### src/rtl/nrzi_eop_encode_if.sv
// Serial input and USB line-side signals of the NRZI / EOP encoder.
// The encoder side uses the slave modport; the bit source and bus observer use master.
`timescale 1ns/1ps
interface nrzi_eop_encode_if;
   logic        in_bit;
   logic        in_valid;
   logic        dp;
   logic        dm;
   logic        wires_en;
   logic        eop_done;
   logic        overrun;
   logic [15:0] bits_sent;

   modport master (
      output in_bit, in_valid,
      input  dp, dm, wires_en, eop_done, overrun, bits_sent
   );

   modport slave (
      input  in_bit, in_valid,
      output dp, dm, wires_en, eop_done, overrun, bits_sent
   );
endinterface

### src/rtl/nrzi_eop_encode.sv
// NRZI line encoder with SE0,SE0,J end-of-packet generation for a USB transmitter.
// Line outputs are decoded from state and the line-level register only.
`timescale 1ns/1ps
module nrzi_eop_encode (
   input  logic             clock,
   input  logic             reset_n,
   nrzi_eop_encode_if.slave bus
);

   typedef enum logic [2:0] {
      IDLE,
      SEND,
      EOP_SE0_1,
      EOP_SE0_2,
      EOP_J
   } state_t;

   state_t      state;
   state_t      state_nxt;
   logic        lvl;
   logic        lvl_nxt;
   logic        overrun_q;
   logic        overrun_nxt;
   logic [15:0] count;
   logic [15:0] count_nxt;

   logic        dp_c;
   logic        dm_c;
   logic        wires_en_c;
   logic        eop_done_c;

   always_ff @(posedge clock or negedge reset_n) begin
      if (!reset_n) begin
         state     <= IDLE;
         lvl       <= 1'b1;
         overrun_q <= 1'b0;
         count     <= '0;
      end else begin
         state     <= state_nxt;
         lvl       <= lvl_nxt;
         overrun_q <= overrun_nxt;
         count     <= count_nxt;
      end
   end

   // Starting from J, the first bit's NRZI level is simply the bit itself.
   always_comb begin
      state_nxt   = state;
      lvl_nxt     = lvl;
      count_nxt   = count;
      overrun_nxt = 1'b0;
      unique case (state)
         IDLE: begin
            if (bus.in_valid) begin
               state_nxt = SEND;
               lvl_nxt   = bus.in_bit;
               count_nxt = 16'd1;
            end
         end
         SEND: begin
            if (bus.in_valid) begin
               lvl_nxt = bus.in_bit ? lvl : ~lvl;
               if (count != '1) begin
                  count_nxt = count + 16'd1;
               end
            end else begin
               state_nxt = EOP_SE0_1;
            end
         end
         EOP_SE0_1: begin
            overrun_nxt = bus.in_valid;
            state_nxt   = EOP_SE0_2;
         end
         EOP_SE0_2: begin
            overrun_nxt = bus.in_valid;
            state_nxt   = EOP_J;
         end
         EOP_J: begin
            overrun_nxt = bus.in_valid;
            lvl_nxt     = 1'b1;
            state_nxt   = IDLE;
         end
         default: begin
            state_nxt = IDLE;
            lvl_nxt   = 1'b1;
         end
      endcase
   end

   always_comb begin
      dp_c       = 1'b1;
      dm_c       = 1'b0;
      wires_en_c = 1'b1;
      eop_done_c = 1'b0;
      unique case (state)
         IDLE: begin
            wires_en_c = 1'b0;
         end
         SEND: begin
            dp_c = lvl;
            dm_c = ~lvl;
         end
         EOP_SE0_1, EOP_SE0_2: begin
            dp_c = 1'b0;
            dm_c = 1'b0;
         end
         EOP_J: begin
            eop_done_c = 1'b1;
         end
         default: begin
            wires_en_c = 1'b0;
         end
      endcase
   end

   assign bus.dp        = dp_c;
   assign bus.dm        = dm_c;
   assign bus.wires_en  = wires_en_c;
   assign bus.eop_done  = eop_done_c;
   assign bus.overrun   = overrun_q;
   assign bus.bits_sent = count;

endmodule

### src/flat_wrapper.sv
// flat-port wrapper written by rule: the top's interface ports become plain ports
module nrzi_eop_encode_flat 
  (clock, reset_n, bus_in_bit, bus_in_valid, bus_dp, bus_dm, bus_wires_en, bus_eop_done, bus_overrun, bus_bits_sent);
  nrzi_eop_encode_if bus_i ();
  input  logic clock;
  input  logic reset_n;
  input wire logic [$bits(bus_i.in_bit)-1:0] bus_in_bit;
  input wire logic [$bits(bus_i.in_valid)-1:0] bus_in_valid;
  output wire logic [$bits(bus_i.dp)-1:0] bus_dp;
  output wire logic [$bits(bus_i.dm)-1:0] bus_dm;
  output wire logic [$bits(bus_i.wires_en)-1:0] bus_wires_en;
  output wire logic [$bits(bus_i.eop_done)-1:0] bus_eop_done;
  output wire logic [$bits(bus_i.overrun)-1:0] bus_overrun;
  output wire logic [$bits(bus_i.bits_sent)-1:0] bus_bits_sent;
  assign bus_i.in_bit = bus_in_bit;
  assign bus_i.in_valid = bus_in_valid;
  assign bus_dp = bus_i.dp;
  assign bus_dm = bus_i.dm;
  assign bus_wires_en = bus_i.wires_en;
  assign bus_eop_done = bus_i.eop_done;
  assign bus_overrun = bus_i.overrun;
  assign bus_bits_sent = bus_i.bits_sent;
  nrzi_eop_encode u_core (.clock(clock), .reset_n(reset_n), .bus(bus_i));
endmodule
### config.mk
export PLATFORM = sky130hd
export DESIGN_NAME = nrzi_eop_encode_flat
export DESIGN_NICKNAME = d
export VERILOG_FILES = /design/src/rtl/nrzi_eop_encode_if.sv /design/src/rtl/nrzi_eop_encode.sv /design/src/flat_wrapper.sv
export SDC_FILE = /design/constraint.sdc
export NUM_CORES = 1
export LEC_CHECK = 0
export CORE_ASPECT_RATIO = 1.25
export CORE_MARGIN = 10
export CORE_UTILIZATION = 55
export CTS_BUF_LIST = sky130_fd_sc_hd__clkbuf_8
export DETAILED_ROUTE_END_ITERATION = 10
export HOLD_SLACK_MARGIN = 0.05
export PLACE_DENSITY = 0.82
export REMOVE_ABC_BUFFERS = 1
export SYNTH_ARGS = -nofsm -noshare
export SYNTH_HDL_FRONTEND = slang
export SYNTH_SLANG_ARGS = --single-unit
### constraint.sdc
create_clock -name clock -period 5.4 [get_ports clock]
set_input_delay 1.08 -clock clock [delete_from_list [all_inputs] [get_ports clock]]
set_output_delay 1.08 -clock clock [all_outputs]
set_load 0.01 [all_outputs]
Word level (Yosys, flattened, before mapping). Index checks and enable logic that the tools add are counted.

RAM bits: 0. Register bits after elaboration: 21. Latch bits: 0. Input bits: 4. Word-level logic and storage cells: 41. Memories kept: 0. Bits in read-only memories: 0.

Shift-type cells: 0. Add/subtract/negate cells: 1. Multipliers: 0. Divide/modulo/power cells: 0. Bitwise operators: 2. Order comparisons: 0. Muxes and demuxes: 16. Eq/ne operators: 10. Reductions and logical operators: 8.

Operators by type and width (count): 16-bit 2-to-1 mux (3); 16-bit one-hot mux with 2 select lines (1); 16-bit by 1-bit adder with 16-bit output (second input constant) (1); 16-bit != test (second input constant) (1); 3-bit one-hot mux with 4 select lines (1); 2-bit != test (second input constant) (4); 4-bit AND reduction (2); 1-bit 2-to-1 mux (7); 3-bit by 2-bit equality test with 1-bit output (second input constant) (2); 3-bit 2-to-1 mux (2); 4-bit OR reduction (1); 3-bit by 1-bit equality test with 1-bit output (second input constant) (1); 3-bit equality test (second input constant) (1); 3-bit logical NOT (1); 1-bit one-hot mux with 3 select lines (1); 3-bit OR reduction (1); 2-bit by 1-bit != test with 1-bit output (second input constant) (1); 1-bit inverter (2); 1-bit one-hot mux with 2 select lines (1); 2-bit AND reduction (1); 2-bit nonzero test (1); 2-bit OR reduction (1).

Depth between registers and ports, before layout.
Depth after elaboration: 4. Depth in mapped cells: 6.

Worst setup path after synthesis. OpenSTA, ideal clock, no wires.

Kind: reg-to-output. Start: register u_core.state[2]. End: output bus_dp. Setup slack: 2.993 ns. Path buffers: 1. Arrival: 1.327 ns. Cell stages (with the launch flop): 5. Path through: dfrtp_1 > clkbuf_1 > or3b_2 > nor2_1 > nor2_1.

Cells in the longest elaborated chain, start to end: 3.

RTL lines: from (decl) (RTL line nrzi_eop_encode.sv:18) `state_t state;`; from (signal assigned) (RTL line nrzi_eop_encode.sv:39) `state <= state_nxt;`; 3-bit by 2-bit equality test with 1-bit output (RTL line nrzi_eop_encode.sv:95) `unique case (state)`; 2-bit OR reduction (no line); 1-bit one-hot mux with 2 select lines * (RTL line nrzi_eop_encode.sv:95); to (decl) (RTL line flat_wrapper.sv:9) `output wire logic [$bits(bus_i.dp)-1:0] bus_dp;`.

Every way passes the cells marked *; elsewhere a longest branch is shown, timed or not.

Final worst setup path.
Start: register u_core.state[0]. End: output bus_dm.

Cells in the longest elaborated chain, start to end: 2.

RTL lines: 3-bit by 1-bit equality test with 1-bit output (RTL line nrzi_eop_encode.sv:95); 1-bit 2-to-1 mux (RTL line nrzi_eop_encode.sv:95); to (decl) (RTL line flat_wrapper.sv:10) `output wire logic [$bits(bus_i.dm)-1:0] bus_dm;`.

Every way passes these cells.

==> flow_summary.ini <==
[worst_setup_path]
path_buf_inv = 1
cp_max_fo = 27
critPathKind = register to output pin
end_kind = output pin
startpoint_type = register
crit_family = flip-flops
arrival_ps = 2320
critPathSlowestCell = dfrtp_1
critPathMaxStageDelay_ps = 840
cp_cell_sequence = or3b_2 > nor2_1 > clkdlybuf4s50_1
worstPathRequired_ps = 4320

[sta]
setup_viol = 0
rsz0062_at_grt = no
timing.final.crit_share_pct = 63.0
fin_skew_ps = 6.32
finalSetupTns_ps = 0
max_freq_mhz = 294
holdWs_ps = 563
finalHoldViolCount = 0
final_max_slew_viol_count = 0
slew_headroom_pct = 36.0
tightest_slew_ps = 958
finalWorstSetupSlack_ps = 2000
min_period_ps = 3400

[clock_tree]
cts_tree = yes
clock_path_buffers = 2
clkSinkCount = 21
cts-resized-gates = 0
post_cts_buffers = 0
clk-insertion-delay-late_ps = 260
cts_buffers = 3
cts-hold-fix-buffers = 0
htreeDepth = 1
cts.root.buffer_cell = clkbuf_8
path_clk_slew_ps = 90

[yosys]
netlist_area_um2 = 1250
synth-compound-area-share_pct = 24.0
synth_ff_type = dfrtp_1
yosysUniqueCellTypes = 46
synth_xor_area_share_pct = 0.702
syn_inst = 132
synth_mux_area_share_pct = 3.71
synth_seq_cells = 21
synthArstFlopShare_pct = 100
ys_seq_area_share_pct = 42.2
ys_warn_count = 0
synth_edf_count = 0
yosys.area_share.adder_pct = 1.00
avgSynthCellArea_um2 = 9.45
synthSimpleGateAreaFrac_pct = 24.1
synth_top_family_by_area = simple AND/OR/NAND/NOR gates

[die]
core_area_um2 = 2190
die_x_um = 62.6
die_h_um = 73.2
core.rowCount = 19
initial_utilization_pct = 57.0
dieArea_um2 = 4580
ios = 25

[drt]
wl_um = 3110
drcViolationCount = 0
drt-pass1-iter-count = 4
highest_layer = met4
routed-via-count = 1104
postRouteAntennaNets = 0
drt-wirelength-per-cell_um = 16.8
viasPerCell = 5.97
met1_length_um = 1250
drt_iter0_drc = 27
wl_met2_um = 1610
wl_met3_um = 221

[finish]
final_cells = 185
fillers = 194
final_cell_mix = clkdlybuf4s50_1 (24), dfrtp_1 (20), nand2_1 (13), nor2_1 (8), o21ai_0 (8)
layout_commonest_cell = clkdlybuf4s50_1
drive_gt1_share_pct = 8.44
fin_area_um2 = 1550
syn2layout_area_growth_pct = 23.9
fin_nets = 160
diodes = 0
finalCoreUtilization_pct = 70.7

[power_and_ir_drop]
ir_drop_mv = 0.324
p_total_uw = 694
p_per_area_nw_per_um2 = 449
leakagePower_nw = 0.617

[placement]
globalplace.congestion = 0.885
placed_cells = 181
place_area_um2 = 1500
hpwl_um = 2220
io_buffers = 24
post-place-ws_ps = 2310

[job]
cap_violations = 0

[global_routing]
globalRouteTotalUtil_pct = 14.0
grt_pass1_vias = 1112
grt_max_degree = 28
antenna_found_initial = 0
grt_first_pass_wirelength_um = 5330
grt_remaining_overflow = 0

[hold_path]
hold_path.class = register to register

[run_status]
status = finished clean
==> report_power, final <==
group,switching (mW),internal [mW]
logic,0.132,0.164
registers,0.0891,0.202
clock network,0.0555,0.0515
==> per-layer routing <==
layer  GRT usage, %  vias to the layer above
li1               -                      547
met1           15.6                      519
met2           25.0                       33
met3           4.61                        5
met4           3.98                        0
met5              0                        -
==> synthesized netlist by cell type, drive strengths merged, types with 3 or more instances <==
master  count  share of area [%]
nor4        3                1.5
clkbuf      5                1.5
dfrtp      20                 40
nand4       3                2.0
nand2b      3                1.5
nand2      13                3.9
a21oi       5                2.0
o31ai       4                3.5
nor2        8                2.4
o21ai       8                3.2
a22o        4                2.8
nand3       7                2.8
or3b        3                2.1
inv         5                1.5
==> final cells by class <==
cell class                      count  area (um2)  area share [%]
Tap cell                           31        38.8            2.51
Multi-Input combinational cell     99         667            43.2
Clock inverter                      1        5.00           0.324
Clock buffer                        3        41.3            2.67
Inverter                            5        18.8            1.21
Sequential cell                    21         527            34.1
Timing Repair Buffer               25         248            16.0
==> logic make-up after synthesis <==
logic type | after synthesis
multiplexers | 4
flip-flops | 21
AO/OA/AOI/OAI | 39
buffers and inverters | 12
AND/OR/NAND/NOR | 54
XOR/XNOR | 1
adder cells (fa/ha/maj) | 1
==> worst register-to-register path, stage by stage, from the launching register on <==
cell     delay, ps
dfrtp_1        460
ha_1           240
and3_1         250
nand2_1        180
o31a_1         440
mux2_4         330
==> worst paths after layout <==
path,startpoint,endpoint,slack [ps],depth (start not counted)
worst max-delay path,u_core.state[0],bus_dm,2000,3
worst min-delay path,u_core.bus.bits_sent[12],u_core.bus.bits_sent[12],560,1
worst max register to register,u_core.bus.bits_sent[0],u_core.bus.bits_sent[0],3400,5
worst min register to register,u_core.bus.bits_sent[12],u_core.bus.bits_sent[12],560,1
max in group asynchronous,reset_n,u_core.state[2],3470,1
min in group asynchronous,reset_n,u_core.bus.bits_sent[11],1340,1
==> flip-flops by register name, summed over array words and instances, names as in the netlist <==
signal	flops
u_core.bus.bits_sent	16
u_core.state	3
u_core.bus.overrun	1
u_core.lvl	1
(Power assumes the default switching activity.)
==> RTL change, RTL diff (same settings) <==
Reset style: synchronous (`reset_n`), changed in one clocked block.
--- a/src/rtl/nrzi_eop_encode.sv
+++ b/src/rtl/nrzi_eop_encode.sv
@@ -29,7 +29,7 @@
    logic        wires_en_c;
    logic        eop_done_c;
 
-   always_ff @(posedge clock or negedge reset_n) begin
+   always_ff @(posedge clock) begin
       if (!reset_n) begin
          state     <= IDLE;
          lvl       <= 1'b1;
Formal check against the unedited RTL: differs if reset_n is asserted again (counterexample within 4 cycles, from zero or initial values and one cycle with reset_n low); with reset_n held inactive, the same outputs for 10 cycles.
==> RTL change against the original RTL <==
  * Sequential share of layout area shrank 5.6 points
  * Wire length grew 1.5%
  * Sequential cell count is the same
  * Setup slack gained 0.38 ns
  * Critical path type unchanged
  * Area after synthesis shrank 5.5%
  * Final area shrank 4.6%
Power is not compared: it rests on default switching activity, and its combinational part moved more than twofold at a synthesized area within 25%.
==> RTL change: results (changes against the original RTL) <==
Max FO, Critical Path 9 (-67%); multi-input combinational area share 49.32% (+6.2 points); top post-synthesis cells by count dfxtp_1 (21), nand2_1 (15), nand3_1 (12), a21oi_1 (11), nor2_1 (11); register area share after synthesis 35.67% (-6.6 points); Reg area 420.4 um2 (-20%); HPWL Detailed 2378 um (+7.3%); GR Util met1 17.19% (+1.6 points); Data buffer area share 16.30% (+0.27 points); Async S/R FF share, synth 0% (-100 points); Clock buf/inv share 3.141% (+0.14 points); Final Setup Violations 0 (unchanged); share of cells above drive strength 1 6.587% (-1.9 points); vias in the first global route 1120 (+0.72%); GR Layer Usage met2 24.02% (-0.98 points); Synth Area in Compound Gates 23.04% (-0.94 points); number of non-clock buffers 24 (-4.0%); DR WL met2 1561 um (-2.8%); wirelength, routed 3157 um (+1.5%); Critical path origin u_core.state[0]; multi-input combinational cell count 114 (+15%); Worst R2R Setup Slack 3.54 ns (+0.14 ns); Synth Area in XOR/XNOR 0.7431% (+0.041 points); #FFs+latches synth 21 (unchanged); Reg-to-Reg Start u_core.bus.bits_sent[0]; leading post-synthesis cells by cell area dfxtp_1 (36%), nand3_1 (5.1%), nand2_1 (4.8%); first-pass GRT wire length 5140 um (-3.6%); Met1 Wirelength 1211 um (-3.0%); Filler Cell Count 159 (-18%); largest net degree at the start of global routing 19 (-32%); Max Clock Freq 0.3311 GHz (+13%); DP Worst Slack 2.536 ns (+0.2274 ns); Vias 1225 (+11%); mux share of post-synthesis cell area 0% (-3.7 points); Critical Path Sink bus_dm; initial antenna violation count 0 (unchanged); CTS root buf clkbuf_8; GRT Total Usage 14.65% (+0.63 points); Clock transition at path regs 0.08 ns; Hold Path Cell Cnt 2 (+1); Worst Clk Skew 0.002907 ns (-0.003412 ns); Worst R2R End u_core.bus.bits_sent[0]; met3 WL 295 um (+33%); Unique masters post-synth 37 (-20%); Hold Startpoint u_core.bus.bits_sent[11]; Worst EP arrival 1.94 ns (-0.38 ns); Slew HR 57.63% (+22 points); WHS Endpoint u_core.bus.bits_sent[11]; nonclk inv count 4 (-1); status finished, final reports clean; GR Layer Usage met3 4.233% (-0.38 points); nets@finish 173 (+8.1%); Initial DRC Count 39 (+44%); synthesized-area fraction occupied by adder cells 1.062% (+0.059 points); RD Place Congestion 0.9127 (+3.2%); reg2reg path depth 6 (+1); Synth Flop Type dfxtp_1; synth warn 0 (unchanged)
[RTL change: cell types whose count changed after synthesis, moves of 4 or more]
cell,change
a21oi_1,+6
dfrtp_1,-20
nand3_1,+5
dfxtp_1,+21
nand4_1,+5
o21ai_0,-4
[RTL change: power breakdown]
part           switching (mW)  leakage (nW)  internal [mW]
clock                  0.0554        0.0255         0.0515
combinational          0.0218         0.351         0.0161
sequential            0.00382         0.170          0.157
[RTL change: stage by stage]
step / hold WS [ns] / instance area [um2] / util (%) / std cells
3_3_place_gp: 0.4775 / 1428 / 71.22 / 183
3_5_place_dp: 0.4827 / 1428 / 71.22 / 183
5_1_grt: 0.5072 / 1474 / 73.53 / 187
6_report: 0.4899 / 1474 / 73.53 / 187
2_1_floorplan: 0.4685 / 1162 / - / 139
4_1_cts: 0.4935 / 1474 / 73.53 / 187
[RTL change: critical path, cell delays in order (launching register included)]
cell and delay, ns:
dfxtp_1 0.47, nor2b_1 0.25, nand2_1 0.21, nor2_1 0.18, clkdlybuf4s50_1 0.57
